**src/rtl/leaf_user_in_fifo.sv**
```systemverilog
// Elastic FWFT buffer between leaf_interface output and the user kernel.
// Back-pressures leaf_interface only when full; vld/ack handshake both sides.
module leaf_user_in_fifo #(
  parameter int PAYLOAD_BITS = 32,
  parameter int ADDR_BITS    = 4,
  parameter int AFULL_THRESH = 12
) (
  input  logic                    clk_user,
  input  logic                    reset_n,
  input  logic [PAYLOAD_BITS-1:0] din_interface,
  input  logic                    vld_interface,
  output logic                    ack_to_interface,
  output logic [PAYLOAD_BITS-1:0] dout_user,
  output logic                    vld_user,
  input  logic                    ack_from_user,
  output logic [ADDR_BITS:0]      occupancy,
  output logic                    almost_full
);

  localparam int DEPTH = 1 << ADDR_BITS;
  localparam logic [ADDR_BITS:0] DEPTH_C = (ADDR_BITS+1)'(DEPTH);
  localparam logic [ADDR_BITS:0] AFULL_C = (ADDR_BITS+1)'(AFULL_THRESH);
  localparam logic [ADDR_BITS:0] ONE_C   = (ADDR_BITS+1)'(1);
  localparam logic [ADDR_BITS-1:0] PTR_ONE = ADDR_BITS'(1);

  logic [PAYLOAD_BITS-1:0] mem_q [DEPTH];
  logic [ADDR_BITS-1:0]    wr_ptr_q, wr_ptr_d;
  logic [ADDR_BITS-1:0]    rd_ptr_q, rd_ptr_d;
  logic [ADDR_BITS:0]      occ_q, occ_d;
  logic                    push, pop;

  // Handshake outputs depend on registered occupancy only
  assign ack_to_interface = (occ_q != DEPTH_C);
  assign vld_user         = (occ_q != '0);
  assign almost_full      = (occ_q >= AFULL_C);
  assign occupancy        = occ_q;
  assign dout_user        = mem_q[rd_ptr_q];

  assign push = vld_interface & ack_to_interface;
  assign pop  = vld_user & ack_from_user;

  always_comb begin
    wr_ptr_d = wr_ptr_q;
    rd_ptr_d = rd_ptr_q;
    occ_d    = occ_q;
    if (push) wr_ptr_d = wr_ptr_q + PTR_ONE;
    if (pop)  rd_ptr_d = rd_ptr_q + PTR_ONE;
    unique case ({push, pop})
      2'b10:   occ_d = occ_q + ONE_C;
      2'b01:   occ_d = occ_q - ONE_C;
      default: occ_d = occ_q;
    endcase
  end

  always_ff @(posedge clk_user or negedge reset_n) begin
    if (!reset_n) begin
      wr_ptr_q <= '0;
      rd_ptr_q <= '0;
      occ_q    <= '0;
    end else begin
      wr_ptr_q <= wr_ptr_d;
      rd_ptr_q <= rd_ptr_d;
      occ_q    <= occ_d;
    end
  end

  // Storage is not reset; stale contents are hidden by occupancy
  always_ff @(posedge clk_user) begin
    if (push) mem_q[wr_ptr_q] <= din_interface;
  end

endmodule

```
**config.mk**
```make
export PLATFORM = sky130hd
export DESIGN_NAME = leaf_user_in_fifo
export DESIGN_NICKNAME = d
export VERILOG_FILES = /design/src/rtl/leaf_user_in_fifo.sv
export SDC_FILE = /design/constraint.sdc
export NUM_CORES = 1
export LEC_CHECK = 0
export ABC_AREA = 1
export BUFFER_PORTS_ARGS = -buffer_cell sky130_fd_sc_hd__clkbuf_2
export CAP_MARGIN = 40
export CORE_MARGIN = 4
export CORE_UTILIZATION = 60
export DETAILED_ROUTE_END_ITERATION = 10
export PLACE_DENSITY = 0.88
export SLEW_MARGIN = 20
export SYNTH_ARGS = -nofsm -noshare
export SYNTH_HDL_FRONTEND = slang
export SYNTH_SLANG_ARGS = --single-unit
```
**constraint.sdc**
```tcl
create_clock -name clk_user -period 7.1 [get_ports clk_user]
set_input_delay 0.71 -clock clk_user [delete_from_list [all_inputs] [get_ports clk_user]]
set_output_delay 0.71 -clock clk_user [all_outputs]
set_load 0.1 [all_outputs]
```
==> out/qor.txt <==
status - complete, no violations
grt ovf - 0
register area share after synthesis - 70.75%
Global Route Usage Sum - 25.83%
Fillers - 2,280
Final min period - 4621 ps
Top FF cell, synth - edfxtp_1
Post-synth EDFFs - 512
HPWL after detailed placement - 27,030 um
asr flop ratio synth - 2.476%
clock buffer count from CTS - 49
first-pass GRT wire length - 81,810 um
maximum clock path buffer count - 3
I/O pins - 76
area leader, netlist - edfxtp_1
Fin. Hold Viols - 0
Max-Cap Viols - 0
Critical Path AT - 3910 ps
Crit. Startpoint - rd_ptr_q[0]
fmax - 216.4 MHz
hold buffers post-CTS - 0
crit start category - register
maximum VDD drop - 0.0005165 V
count of final max-slew check failures - 0
Synth area leaders - edfxtp_1, nand2_1, nand3_1
initial core utilization - 60.76%
Clock Tree Root - clkbuf_16
synthesized flop and latch total - 525
synth cell count leaders - nand2_1, edfxtp_1, nor2_1
die width - 200.3 um
Finished Cell Area - 24,770 um^2
antenna-violating nets left - 0
most common cell in the netlist - nand2_1
final WL - 53,440 um
crit-path max FO - 75
layout cell share with drive strength beyond 1 - 9.083%
number of global-route vias before repair - 15,110
CTS tree - built
Mapped Area - 22,190 um^2
count of input and output buffers - 75
Tcrit/Tclk final - 65.08%
Hold WC Path Type - in2async
First-pass DRT Iterations - 5
Clock transition at path regs - 60 ps
initial antenna violation count - 2
DRC - 0
Cell variety after synth - 19
worst r2r src - occupancy[0]
post-CTS sizing - 0
syn avg cell area - 10.50 um^2
GP Congestion - 0.7739
Final nets - 2,220
RSZ-0062 raised after global routing - no
H-Tree Depth - 2
YS warnings - 0
via count - 15,300
routed len/inst - 19.93 um
post-synth top area share - 69.28%
vias per cell - 5.707
synthesis-to-layout area growth - 11.60%
critical path class - reg2out
n_diodes - 0
Row Count - 70
Leakage - 0.01027 uW
1st-iter DRT viols - 2,071
Post-Syn Nets - 2,160
slew margin rel. - 48.20%
CP Data Required Time - 6390 ps
clk_skew - 10.93 ps
CP Capture Type - output port
Power Density - 465.9 nW/um^2
Post-Layout Cell Count - 2,681
slew of the pin with the lowest slew margin - 777.0 ps
largest net degree at the start of global routing - 271
Core ar. - 36,520 um^2
Post-CTS Setup Repair Bufs - 0
cell area after placement - 23,080 um^2
Final setup viols - 0
CTS Sinks - 525
setup TNS - 0 ps
clock latency on the worst-skew pair - 550 ps
die area - 40,130 um^2
Die H - 200.3 um
cells after synthesis - 2,114
placed cell count - 2,588
-- worst max-delay path: stages, from the launching register on --
cell and delay, ps:
dfrtp_4 710, inv_6 550, buf_16 370, buf_4 520
nand2_1 150, nand3_1 120, nand2_1 60, nor2_1 150
nand2_1 90, nand2_1 90, clkbuf_2 460
-- report_power, final --
group	total (uW)	internal [uW]	switching (uW)	leakage, uW
sequential	3860	3720	144	0.00478
clock	2620	1530	1090	0.000784
combinational	5050	995	4060	0.00471
total	11500	6240	5290	0.0103
-- metal layers --
layer | track usage (%) | part of all wire (%)
met2 | 43.45 | 51
met4 | 11.75 | 3.8
met1 | 33.47 | 35
met3 | 4.306 | 11
met5 | 0 | 0.051
-- stage by stage --
step	total power, uW	hold WS, ps	setup slack [ps]	utilization, %
2_1_floorplan	7697	414.4	2618	-
3_3_place_gp	8632	512.5	3155	62.96
3_5_place_dp	8825	525.2	3185	63.19
4_1_cts	11450	59.42	2555	67.58
5_1_grt	12040	72.28	2357	67.81
6_report	11540	64.17	2479	67.81
-- area by class of cell --
type / instances / area, um^2 / share of cell area [%]
flip-flops and latches: 525 / 15710 / 63.42
repair buffers: 106 / 740.7 / 2.991
clock buffers: 64 / 1325 / 5.350
clock inverters: 26 / 280.3 / 1.132
well taps: 468 / 585.6 / 2.364
multi-input cells: 1278 / 5319 / 21.48
inverters: 214 / 808.3 / 3.264
-- flip-flops by register name, summed over array words and instances (netlist names) --
signal,count
rd_ptr_q,4
mem_q,512
wr_ptr_q,4
occupancy,5
-- placed cells by master, fill, tap and decap left out --
master        n
dfrtp_1      10
nor2_4       17
edfxtp_1    512
dfrtp_2       2
buf_16        6
clkinvlp_4    2
xor2_1        4
clkinv_1      7
nand2_1     840
inv_6         2
clkbuf_2     75
inv_2         3
ha_1          9
nor2_1      197
inv_1       210
fa_1          1
clkbuf_1     13
nand3_1     197
clkbuf_16    51
buf_12        1
buf_4        24
nand4_1       3
or2_2         1
bufinv_16     6
xnor2_1       3
o21ai_0       6
dfrtp_4       1
clkinv_2     10
-- cells by family after synthesis --
family          share of synthesized area [%]
simple gates                            22.42
flops                                   70.75
buf+inv                                 5.824
fa+ha+maj                              0.5977
xor+xnor                               0.2763
compound gates                         0.1353
-- worst paths after layout --
check                                 to  slack [ps]  cells past startpoint
min                          rd_ptr_q[0]          60                      1
min reg2reg                 occupancy[0]         540                      1
max in group asynchronous    rd_ptr_q[0]        6730                      1
max reg2reg                 mem_q[2][13]        4300                      7
max                        dout_user[11]        2480                     10
min in group clk_user       mem_q[12][2]         540                      1
Note: power is estimated with default switching activity, not from simulation.
